===== config.mk =====
export PLATFORM = sky130hd
export DESIGN_NAME = y86_pipe_controller
export DESIGN_NICKNAME = d
export VERILOG_FILES = /design/src/rtl/y86_pkg.sv /design/src/rtl/y86_hazard_detect.sv /design/src/rtl/y86_pipe_controller.sv
export SDC_FILE = /design/constraint.sdc
export NUM_CORES = 1
export LEC_CHECK = 0
export ABC_AREA = 1
export CAP_MARGIN = 20
export CELL_PAD_IN_SITES_DETAIL_PLACEMENT = 1
export CELL_PAD_IN_SITES_GLOBAL_PLACEMENT = 2
export CORE_ASPECT_RATIO = 0.7
export CORE_MARGIN = 3
export CORE_UTILIZATION = 28
export CTS_BUF_LIST = sky130_fd_sc_hd__clkbuf_8
export DETAILED_ROUTE_END_ITERATION = 16
export PLACE_DENSITY = 0.84
export SETUP_SLACK_MARGIN = 0.2
export SKIP_LAST_GASP = 1
export SLEW_MARGIN = 20
export SYNTH_ARGS = -nofsm -noshare
export SYNTH_HDL_FRONTEND = slang
export SYNTH_SLANG_ARGS = --single-unit

===== constraint.sdc =====
create_clock -name clk -period 3.6 [get_ports clk]
set_input_delay 0.36 -clock clk [delete_from_list [all_inputs] [get_ports clk]]
set_output_delay 0.36 -clock clk [all_outputs]
set_load 0.1 [all_outputs]

===== src/rtl/y86_pkg.sv =====
// Shared Y86 encodings: icodes, register IDs, status codes and the
// controller run-state encoding. Reused by the fetch/decode/execute blocks.
package y86_pkg;

   localparam int unsigned ICODE_W = 4;
   localparam int unsigned REG_W   = 4;
   localparam int unsigned STAT_W  = 3;

   // Instruction codes the pipeline controller cares about
   localparam logic [ICODE_W-1:0] NOP    = 4'h1;
   localparam logic [ICODE_W-1:0] MRMOVQ = 4'h5;
   localparam logic [ICODE_W-1:0] JXX    = 4'h7;
   localparam logic [ICODE_W-1:0] RET    = 4'h9;
   localparam logic [ICODE_W-1:0] POPQ   = 4'hB;

   // "No register" marker
   localparam logic [REG_W-1:0] RNONE = 4'hF;

   // Status codes; anything other than AOK is abnormal
   localparam logic [STAT_W-1:0] STAT_AOK = 3'd0;
   localparam logic [STAT_W-1:0] STAT_HLT = 3'd1;
   localparam logic [STAT_W-1:0] STAT_ADR = 3'd2;
   localparam logic [STAT_W-1:0] STAT_INS = 3'd3;

   // Controller run state; encoding 3 is illegal and recovers to flush
   typedef enum logic [1:0] {
      RS_FLUSH   = 2'd0,
      RS_RUN     = 2'd1,
      RS_STOPPED = 2'd2
   } run_state_t;

endpackage


===== src/rtl/y86_hazard_detect.sv =====
// Purely combinational Y86 pipeline hazard terms.
module y86_hazard_detect
   import y86_pkg::*;
(
   input  logic [ICODE_W-1:0] D_icode,
   input  logic [ICODE_W-1:0] E_icode,
   input  logic [ICODE_W-1:0] M_icode,
   input  logic               e_Cnd,
   input  logic [REG_W-1:0]   E_dstM,
   input  logic [REG_W-1:0]   d_srcA,
   input  logic [REG_W-1:0]   d_srcB,
   input  logic [STAT_W-1:0]  m_stat,
   input  logic [STAT_W-1:0]  W_stat,
   output logic               load_use,
   output logic               ret_in,
   output logic               mispred,
   output logic               m_exc,
   output logic               w_exc
);

   // Load in E whose destination is read by the instruction in D
   assign load_use = ((E_icode == MRMOVQ) || (E_icode == POPQ)) &&
                     (E_dstM != RNONE) &&
                     ((E_dstM == d_srcA) || (E_dstM == d_srcB));

   // Return travelling through D, E or M: next PC not yet known
   assign ret_in = (D_icode == RET) || (E_icode == RET) || (M_icode == RET);

   // Conditional jump predicted taken but found not taken
   assign mispred = (E_icode == JXX) && !e_Cnd;

   // Exceptions in memory and write-back stages
   assign m_exc = (m_stat != STAT_AOK);
   assign w_exc = (W_stat != STAT_AOK);

endmodule


===== src/rtl/y86_pipe_controller.sv =====
// Y86 5-stage pipeline controller: hazard stall/bubble generation, post-reset
// flush, stop-on-exception, cycle and retirement counters.
// Optional perf counters (stall/ret/mispred) enabled by PIPE_CTRL_PERF_EN.
module y86_pipe_controller
   import y86_pkg::*;
#(
   parameter int unsigned FLUSH_CYCLES = 5,
   parameter int unsigned CNT_W        = 32
)(
   input  logic               clk,
   input  logic               rst,
   input  logic [ICODE_W-1:0] D_icode,
   input  logic [ICODE_W-1:0] E_icode,
   input  logic [ICODE_W-1:0] M_icode,
   input  logic [ICODE_W-1:0] W_icode,
   input  logic               e_Cnd,
   input  logic [REG_W-1:0]   E_dstM,
   input  logic [REG_W-1:0]   d_srcA,
   input  logic [REG_W-1:0]   d_srcB,
   input  logic [STAT_W-1:0]  m_stat,
   input  logic [STAT_W-1:0]  W_stat,
   output logic               F_stall,
   output logic               D_stall,
   output logic               D_bubble,
   output logic               E_bubble,
   output logic               M_bubble,
   output logic               W_stall,
   output logic               pc_init,
   output logic               set_cc_inhibit,
   output logic [1:0]         run_state,
   output logic               done,
   output logic [STAT_W-1:0]  final_stat,
   output logic [CNT_W-1:0]   cycle_cnt,
   output logic [CNT_W-1:0]   retire_cnt
`ifdef PIPE_CTRL_PERF_EN
   ,
   output logic [CNT_W-1:0]   stall_cnt,
   output logic [CNT_W-1:0]   ret_cnt,
   output logic [CNT_W-1:0]   mispred_cnt
`endif
);

   localparam int unsigned FCNT_W = 4;

   run_state_t        state;
   logic [FCNT_W-1:0] flush_cnt;
   logic              load_use;
   logic              ret_in;
   logic              mispred;
   logic              m_exc;
   logic              w_exc;

   y86_hazard_detect u_hazard (
      .D_icode  (D_icode),
      .E_icode  (E_icode),
      .M_icode  (M_icode),
      .e_Cnd    (e_Cnd),
      .E_dstM   (E_dstM),
      .d_srcA   (d_srcA),
      .d_srcB   (d_srcB),
      .m_stat   (m_stat),
      .W_stat   (W_stat),
      .load_use (load_use),
      .ret_in   (ret_in),
      .mispred  (mispred),
      .m_exc    (m_exc),
      .w_exc    (w_exc)
   );

   assign run_state = state;

   // Run-state FSM, flush countdown, stop latching and counters
   always_ff @(posedge clk) begin
      if (rst) begin
         state       <= RS_FLUSH;
         flush_cnt   <= FCNT_W'(FLUSH_CYCLES - 1);
         cycle_cnt   <= '0;
         retire_cnt  <= '0;
         done        <= 1'b0;
         final_stat  <= STAT_AOK;
`ifdef PIPE_CTRL_PERF_EN
         stall_cnt   <= '0;
         ret_cnt     <= '0;
         mispred_cnt <= '0;
`endif
      end else begin
         done <= 1'b0;
         case (state)
            RS_FLUSH: begin
               if (flush_cnt == '0) state <= RS_RUN;
               else                 flush_cnt <= flush_cnt - FCNT_W'(1);
            end
            RS_RUN: begin
               cycle_cnt <= cycle_cnt + CNT_W'(1);
               if ((W_stat == STAT_AOK) && (W_icode != NOP))
                  retire_cnt <= retire_cnt + CNT_W'(1);
`ifdef PIPE_CTRL_PERF_EN
               if (load_use)            stall_cnt   <= stall_cnt + CNT_W'(1);
               if (ret_in && !load_use) ret_cnt     <= ret_cnt + CNT_W'(1);
               if (mispred)             mispred_cnt <= mispred_cnt + CNT_W'(1);
`endif
               if (w_exc) begin
                  state      <= RS_STOPPED;
                  final_stat <= W_stat;
                  done       <= 1'b1;
               end
            end
            RS_STOPPED: ;
            default: begin
               state     <= RS_FLUSH;
               flush_cnt <= FCNT_W'(FLUSH_CYCLES - 1);
            end
         endcase
      end
   end

   // Pipeline register controls, zero latency from hazard inputs
   always_comb begin
      F_stall        = 1'b0;
      D_stall        = 1'b0;
      D_bubble       = 1'b0;
      E_bubble       = 1'b0;
      M_bubble       = 1'b0;
      W_stall        = 1'b0;
      pc_init        = 1'b0;
      set_cc_inhibit = 1'b0;
      case (state)
         RS_RUN: begin
            F_stall        = load_use || ret_in;
            D_stall        = load_use;
            D_bubble       = mispred || (!load_use && ret_in);
            E_bubble       = mispred || load_use;
            M_bubble       = m_exc || w_exc;
            W_stall        = w_exc;
            set_cc_inhibit = m_exc || w_exc;
         end
         RS_STOPPED: begin
            F_stall        = 1'b1;
            D_stall        = 1'b1;
            W_stall        = 1'b1;
            set_cc_inhibit = 1'b1;
         end
         default: begin
            pc_init        = 1'b1;
            D_bubble       = 1'b1;
            E_bubble       = 1'b1;
            M_bubble       = 1'b1;
            set_cc_inhibit = 1'b1;
         end
      endcase
   end

endmodule


==> results_dict.tcl, run 1 <==
set metrics [dict create \
    status "finished clean" \
    hp-class "flop to flop" \
    finalClockSkew_ps 15.7 \
    slew_headroom_pct 32.8 \
    grt_max_degree 33 \
    finalHoldViolCount 0 \
    final_nets 807 \
    die_x_um 151 \
    hpwl_um 11200 \
    cts_sinks 74 \
    layout_min_cycle_time_ps 2530 \
    yosysWarningCount 0 \
    fin_tns_setup_ps 0 \
    r2r-end "retire_cnt[24]$_SDFFE_PP0P_" \
    r2r_slack_ps 1180 \
    cts_tree "built" \
    power-per-cell-area_mw_per_mm2 441 \
    end_kind "output port" \
    antenna_found_initial 0 \
    crit_arrival_ps 2170 \
    remaining_drc_errors 0 \
    synth-xor-area-share_pct 3.81 \
    ir_drop_v 0.000487 \
    synth_area_leaders "dfxtp_1 36%, nand2_1 14%, nor2_1 12%" \
    worstHoldPathCells 2 \
    crit_path_max_fanout 15 \
    synth.avg_cell_area_um2 6.40 \
    ys_ff_latch 74 \
    synth_top_family_by_area "simple AND/OR/NAND/NOR gates" \
    cts_buffers 9 \
    io_buffer_count 114 \
    drt_iter0_markers 205 \
    yosysTopAreaCellShare_pct 35.8 \
    post_cts_buffers 0 \
    clkLatencyLatePin_ps 360 \
    ys_types 31 \
    holdWs_ps 465 \
    grt_first_pass_wirelength_um 23500 \
    endpoint "W_stall" \
    dp.cells 942 \
    wire_per_inst_um 14.9 \
    cts_buffer_depth 2 \
    die_height_um 108 \
    finalSetupViolCount 0 \
    place.gp.congestion 0.776 \
    fmax_ghz 0.396 \
    synthAdderAreaFrac_pct 2.12 \
    htreeDepth 3 \
    syn2layout_area_growth_pct 37.3 \
    syn_area_mm2 0.00414 \
    gr-total-overflow 0 \
    maxCapViolations 0 \
    firstDrtPassIters 4 \
    required_ps 3240 \
    synth-simple-area-share_pct 40.3 \
    cp_slowest_stage_delay_ps 560 \
    worst_pin_slew_ps 1000 \
    crit_chain "ha_1 > nand2_1 > a21oi_2 > buf_4" \
    wirelength_um 14200 \
    core-area_mm2 0.0142 \
    rows 36 \
    ff2ff_path_depth 8 \
    cp_slowest_cell "ha_1" \
    start_kind "flop" \
    ctsHoldBuffers 0 \
    timing.final.crit_share_pct 70.2 \
    die_area_mm2 0.0163 \
    ctsRootBufferMaster "clkbuf_8" \
    synth_top_area_cell "dfxtp_1" \
    clk_pin_slew_ps 70 \
    grt_pass1_vias 4683 \
    n_antenna_cell 0 \
    r2r_start "run_state[0]$_SDFFE_PP0P_" \
    drv_slew 0 \
    netlist_instances 647 \
    viasPerCell 4.72 \
    cts_resized 0 \
    drive_gt1_share_pct 6.25 \
    ant_nets 0 \
    cp-startpoint "run_state[0]$_SDFFE_PP0P_" \
    final_cells 958 \
    ioPinCount 115 \
    muxShareOfSynthArea_pct 0 \
    vias 4519 \
    yosysSeqAreaShare_pct 35.8 \
    syn_nets 691 \
    p_leak_nw 2.13 \
    start_util_pct 29.2 \
    synth_compound_area_share_pct 9.25 \
    crit_type "flop to output port" \
    grt_use_total_pct 17.9 \
    rsz0062_at_grt "no" \
]
-- worst max-delay path, delay by kind of cell (launching register included) --
| kind | cells | cell delay [ps] |
|---|---|---|
| fa+ha+maj | 1 | 560 |
| flops | 1 | 420 |
| buf+inv | 1 | 310 |
| simple gates | 1 | 300 |
| compound gates | 1 | 220 |
-- layout make-up --
cell class	count	area, um2
Fill cell	1828	8500
Multi-Input combinational cell	479	2310
Sequential cell	74	1480
Timing Repair Buffer	116	1140
Inverter	83	312
Tap cell	190	238
Clock buffer	9	124
Clock inverter	7	86.3
-- registers in the layout (all words and copies together) (netlist names) --
name,flops
retire_cnt,32
run_state,2
done,1
cycle_cnt,32
flush_cnt,4
final_stat,3
-- worst min path at each step --
stage	from	endpoint	slack, ps
3_5_place_dp	final_stat[0]$_SDFFE_PP0P_	final_stat[0]$_SDFFE_PP0P_	460
5_1_grt	final_stat[0]$_SDFFE_PP0P_	final_stat[0]$_SDFFE_PP0P_	490
4_1_cts	final_stat[0]$_SDFFE_PP0P_	final_stat[0]$_SDFFE_PP0P_	470
6_report	final_stat[0]$_SDFFE_PP0P_	final_stat[0]$_SDFFE_PP0P_	460
2_1_floorplan	flush_cnt[3]$_SDFFE_PP0P_	flush_cnt[3]$_SDFFE_PP0P_	430
3_3_place_gp	final_stat[0]$_SDFFE_PP0P_	final_stat[0]$_SDFFE_PP0P_	450
-- stage by stage --
step	cell area (um2)	setup WS, ps	util (%)	total power [mW]
3_5_place_dp	5470	1140	38.6	1.81
5_1_grt	5680	891	40.1	2.63
4_1_cts	5680	1020	40.1	2.54
2_1_floorplan	4150	82.3	-	1.58
3_3_place_gp	5470	1300	38.6	1.79
6_report	5680	1070	40.1	2.51
-- where the power goes --
group | total, mW | internal, mW | switching, mW | leakage [nW]
clock | 0.718 | 0.385 | 0.333 | 0.116
sequential | 0.899 | 0.861 | 0.0374 | 0.598
combinational | 0.890 | 0.217 | 0.673 | 1.42
total | 2.51 | 1.46 | 1.04 | 2.13
-- metal layers --
layer | global-route usage (%) | up-vias | part of all wire (%)
met2 | 28.9 | 83 | 45
met3 | 3.70 | 7 | 3.7
met4 | 2.98 | 0 | 0.73
met1 | 25.0 | 2136 | 51
li1 | - | 2293 | -
met5 | 0 | - | 0
-- cell usage in the layout, fill, tap and decap left out, types with 2 or more instances in the layout --
| cell | count |
|---|---|
| a21oi_1 | 33 |
| o21ai_1 | 2 |
| nor2_4 | 6 |
| o21a_1 | 2 |
| nor2_1 | 130 |
| clkinv_2 | 2 |
| xnor2_1 | 3 |
| clkbuf_8 | 9 |
| a31oi_1 | 2 |
| o21bai_1 | 4 |
| buf_4 | 10 |
| nor3_1 | 18 |
| o21ai_0 | 23 |
| nor2_2 | 6 |
| ha_1 | 7 |
| nand3_2 | 3 |
| nand4_1 | 25 |
| and3_1 | 3 |
| inv_1 | 84 |
| clkdlybuf4s50_1 | 106 |
| xor2_1 | 15 |
| and2_1 | 2 |
| nand2_1 | 153 |
| bufinv_16 | 2 |
| nand3_1 | 30 |
| nand2_2 | 6 |
| dfxtp_1 | 74 |
-- cell usage after synthesis --
master	n
o21ai_1	1
a21boi_0	1
nor2_1	130
buf_4	2
nand3_1	30
nand4_1	25
a22oi_1	1
nand2_2	6
ha_1	7
o21ai_0	24
inv_2	1
inv_1	82
nor2_4	6
nand3b_1	1
nor3_1	18
nand2_1	153
dfxtp_1	74
a31oi_1	2
clkbuf_1	7
o31ai_1	1
o21a_1	2
buf_1	2
and3_1	3
xor2_1	15
nor2_2	6
and2_1	2
a21oi_1	34
o21bai_1	4
nand3_2	3
xnor2_1	3
a211oi_1	1
-- cells by family after synthesis --
logic type / Yosys count
compound gates: 71
xor+xnor: 18
fa+ha+maj: 7
buf+inv: 94
flops: 74
simple gates: 383
(Power assumes the default switching activity.)
==> inputs of run 2 (changes only) <==
Settings changed: CORE_UTILIZATION 28 to 26, PLACE_DENSITY 0.84 to 0.79.
Clock period 3.6 ns to 2.5 ns, I/O delays scaled along.
==> results_dict.tcl, run 2 (same netlist as run 1, synthesis figures left out) <==
set metrics [dict create \
    core-area_mm2 0.0151 \
    io_buffer_count 114 \
    clk_pin_slew_ps 80 \
    grt_pass1_vias 4703 \
    fin_tns_setup_ps 0 \
    maxCapViolations 0 \
    timing.final.crit_share_pct 85.7 \
    slew_headroom_pct 68.8 \
    final_cells 965 \
    ioPinCount 115 \
    drive_gt1_share_pct 17.1 \
    post_cts_buffers 0 \
    clkLatencyLatePin_ps 350 \
    place.gp.congestion 0.809 \
    fin_util_pct 37.6 \
    end_kind "output port" \
    required_ps 2250 \
    die_x_um 157 \
    start_util_pct 27.3 \
    drt_iter0_markers 195 \
    layout_min_cycle_time_ps 2140 \
    finalClockSkew_ps 9.45 \
    cts_buffers 9 \
    final_nets 809 \
    syn2layout_area_growth_pct 37.6 \
    crit_type "flop to output port" \
    wirelength_um 14300 \
    crit_path_max_fanout 9 \
    p_leak_nw 2.31 \
    met3_usage_pct 4.20 \
    reg_top3 "cycle_cnt (32), retire_cnt (32), flush_cnt (4)" \
    fmax_ghz 0.467 \
    rows 37 \
    start_kind "flop" \
    fillCellCount 1930 \
    remaining_drc_errors 0 \
    die_area_mm2 0.0175 \
    cts_sinks 74 \
    hpwl_um 11300 \
    n_antenna_cell 0 \
    finalHoldViolCount 0 \
    ant_nets 0 \
    cp_slowest_cell "dfxtp_4" \
    die_height_um 112 \
    drv_slew 0 \
    gr-total-overflow 0 \
    finalSetupViolCount 0 \
    rsz0062_at_grt "no" \
    grt.busiest_layer "met2" \
    ctsHoldBuffers 0 \
    total_power_mw 3.82 \
    cp_slowest_stage_delay_ps 370 \
    crit_chain "inv_4 > ha_2 > buf_4 > nand2_1 > a21oi_4 > buf_12" \
    final_cell_mix "151 x nand2_1, 130 x nor2_1, 79 x inv_1" \
    crit_buf_inv 3 \
    firstDrtPassIters 4 \
    grt_use_met1_pct 23.7 \
    ctsRootBufferMaster "clkbuf_8" \
    cts_resized 0 \
    cpLargestDelayFamily "buffers and inverters" \
    wire_per_inst_um 14.8 \
    worst_pin_slew_ps 468 \
    timing.final.ws_setup_ps 358 \
    dp.cells 949 \
    grt_max_degree 33 \
    vias 4463 \
    status "finished clean" \
    crit_arrival_ps 1890 \
    grt_first_pass_wirelength_um 23800 \
    hp-class "flop to flop" \
    ir_drop_v 0.000864 \
    viasPerCell 4.62 \
    layout_commonest_cell "nand2_1" \
    power-per-cell-area_mw_per_mm2 670 \
    cts_buffer_depth 2 \
    pre_cts_slack_ps 406 \
    grt_use_total_pct 16.8 \
    htreeDepth 3 \
    antenna_found_initial 0 \
    grtUsageMet2_pct 26.1 \
    cts_tree "built" \
]
run 2: cell types whose count changed in the layout (fill, tap and decap cells not counted), moves of 3 or more:
cell             before  now
clkdlybuf4s50_1     106   36
inv_1                84   79
buf_4                10   74
clkinvlp_4            0    3
buf_12                0    8
run 2: final timing paths:
path         cells past startpoint  slack (ps)                          end                       start
min                              2         470   final_stat[2]$_SDFFE_PP0P_  final_stat[2]$_SDFFE_PP0P_
max                              6         360                      W_stall   run_state[1]$_SDFFE_PP0P_
min reg2reg                      2         470   final_stat[2]$_SDFFE_PP0P_  final_stat[2]$_SDFFE_PP0P_
max reg2reg                     10         570  retire_cnt[21]$_SDFFE_PP0P_   run_state[1]$_SDFFE_PP0P_
run 2: metrics by stage:
step,hold slack (ps),instance area [um2]
2_1_floorplan,399,4210
3_3_place_gp,448,5480
3_5_place_dp,461,5480
4_1_cts,469,5700
5_1_grt,494,5700
6_report,475,5700
run 2: routing by layer:
| layer | up-vias | routed length, um | share of wire (%) |
|---|---|---|---|
| met4 | 0 | 89 | 0.62 |
| met2 | 67 | 6250 | 44 |
| met5 | - | 0 | 0 |
| met3 | 7 | 525 | 3.7 |
| met1 | 2102 | 7390 | 52 |
| li1 | 2287 | - | - |
run 2: layout make-up:
cell class / instances / area [um2] / area share [%]
Inverter: 83 / 324 / 5.69
Timing Repair Buffer: 118 / 1080 / 18.9
Clock inverter: 6 / 81.3 / 1.43
Sequential cell: 74 / 1490 / 26.1
Clock buffer: 10 / 138 / 2.42
Tap cell: 195 / 244 / 4.28
Multi-Input combinational cell: 479 / 2340 / 41.1
run 2: where the power goes:
part	switching [mW]	internal, mW
sequential	0.0642	1.25
combinational	1.03	0.421
clock	0.474	0.583
total	1.57	2.25
run 2: worst reg2reg max path: cells and delay by family (launching register included):
family / cells / cell delay, ps
flip-flops: 1 / 370
AND/OR/NAND/NOR: 7 / 810
adder cells (fa/ha/maj): 1 / 310
buffers and inverters: 2 / 350
==> inputs of run 3 (changes only) <==
Settings changed: CAP_MARGIN 20 to 15, GPL_TIMING_DRIVEN set to 0.
==> results_dict.tcl, run 3 (same netlist as run 1, synthesis figures left out) <==
set metrics [dict create \
    status "finished clean" \
    wl_met1_um 8010 \
    met3_length_um 549 \
    drive_gt1_share_pct 7.87 \
    slew_headroom_pct 33.2 \
    min_from "rst" \
    drt_iter0_markers 247 \
    die_area_mm2 0.0175 \
    grt_max_degree 13 \
    drv_slew 0 \
    start_kind "flop" \
    start_util_pct 27.3 \
    worstHoldPathCells 3 \
    viasPerCell 4.71 \
    crit_path_max_fanout 6 \
    wire_per_inst_um 15.7 \
    clk_pin_slew_ps 80 \
    holdWs_ps 362 \
    grt_first_pass_wirelength_um 24500 \
    ff2ff_path_depth 10 \
    grt_pass1_vias 4645 \
    maxCapViolations 0 \
    die_height_um 112 \
    post_cts_buffers 0 \
    ir_drop_v 0.000708 \
    finalClockSkew_ps 13.9 \
    cp-startpoint "retire_cnt[2]$_SDFFE_PP0P_" \
    crit_chain "clkdlybuf4s50_1" \
    cpLargestDelayFamily "buffers and inverters" \
    antenna_found_initial 0 \
    cts_tree "built" \
    die_x_um 157 \
    hp-class "input port to flop" \
    clkLatencyLatePin_ps 350 \
    total_power_mw 3.72 \
    n_antenna_cell 0 \
    timing.final.crit_share_pct 90.1 \
    finalSetupViolCount 0 \
    cp_num_cells 1 \
    fmax_ghz 0.444 \
    final_cell_mix "151 x nand2_1, 130 x nor2_1, 92 x clkdlybuf4s50_1" \
    route.met2.wl_um 6580 \
    ctsRootBufferMaster "clkbuf_8" \
    layout_min_cycle_time_ps 2250 \
    final_nets 815 \
    layout_commonest_cell "nand2_1" \
    fin_util_pct 38.4 \
    ant_nets 0 \
    htreeDepth 3 \
    grt_use_total_pct 17.4 \
    rows 37 \
    cp_slowest_stage_delay_ps 1190 \
    crit_buf_inv 1 \
    gr-total-overflow 0 \
    cts_buffer_depth 2 \
    ioPinCount 115 \
    place.gp.congestion 0.805 \
    p_leak_nw 2.35 \
    rsz0062_at_grt "yes" \
    final_cells 970 \
    end_kind "output port" \
    top_layer_used "met4" \
    vias 4569 \
    power-per-cell-area_mw_per_mm2 640 \
    syn2layout_area_growth_pct 40.3 \
    fillCellCount 1950 \
    hpwl_um 12200 \
    cts_sinks 74 \
    required_ps 2250 \
    cts_buffers 9 \
    r2r_start "retire_cnt[0]$_SDFFE_PP0P_" \
    crit_arrival_ps 2000 \
    wirelength_um 15200 \
    dp.cells 955 \
    crit_type "flop to output port" \
    firstDrtPassIters 4 \
    worst_pin_slew_ps 999 \
    core-area_mm2 0.0151 \
    r2r_slack_ps 570 \
    io_buffer_count 113 \
    finalHoldViolCount 0 \
    cp_slowest_cell "clkdlybuf4s50_1" \
    reg_top3 "cycle_cnt (32), retire_cnt (32), flush_cnt (4)" \
    remaining_drc_errors 0 \
]
[run 3: layout make-up]
cell class	count	area, um2	area share [%]
clock inverter	5	78.8	1.36
timing repair buffer	113	1140	19.6
clock buffer	10	138	2.37
inverter	83	324	5.58
multi-input combinational	479	2340	40.3
sequential	74	1490	25.6
tap	195	244	4.20
buffer	11	52.6	0.905
[run 3: where the power goes]
part / switching [mW] / leakage (nW) / internal, mW
Sequential: 0.0627 / 0.599 / 1.25
Clock: 0.470 / 0.112 / 0.583
Combinational: 1.01 / 1.64 / 0.347
[run 3: timing repair]
action	CTS	global route
setup endpoints to repair	10	18
hold buffers	0	0
gates resized for setup	35	23
[run 3: path summary, 6_finish.rpt]
kind                            endpoint
max                        retire_cnt[2]
min           cycle_cnt[27]$_SDFFE_PP0N_
max reg2reg  retire_cnt[20]$_SDFFE_PP0P_
min reg2reg   final_stat[0]$_SDFFE_PP0P_
[run 3: per-stage QoR]
stage          TNS (ps)  instance area, um2  setup slack, ps
5_1_grt               0                5810              157
4_1_cts           -64.0                5790            -64.0
3_3_place_gp      -1760                5580             -412
6_report              0                5810              246
2_1_floorplan         0                4210              164
3_5_place_dp      -1990                5580             -468
[run 3: per-layer routing]
metal,global-route usage (%),vias to the layer above
li1,-,2305
met1,26.0,2181
met2,26.5,75
met3,2.95,8
met4,3.21,0
met5,0,-
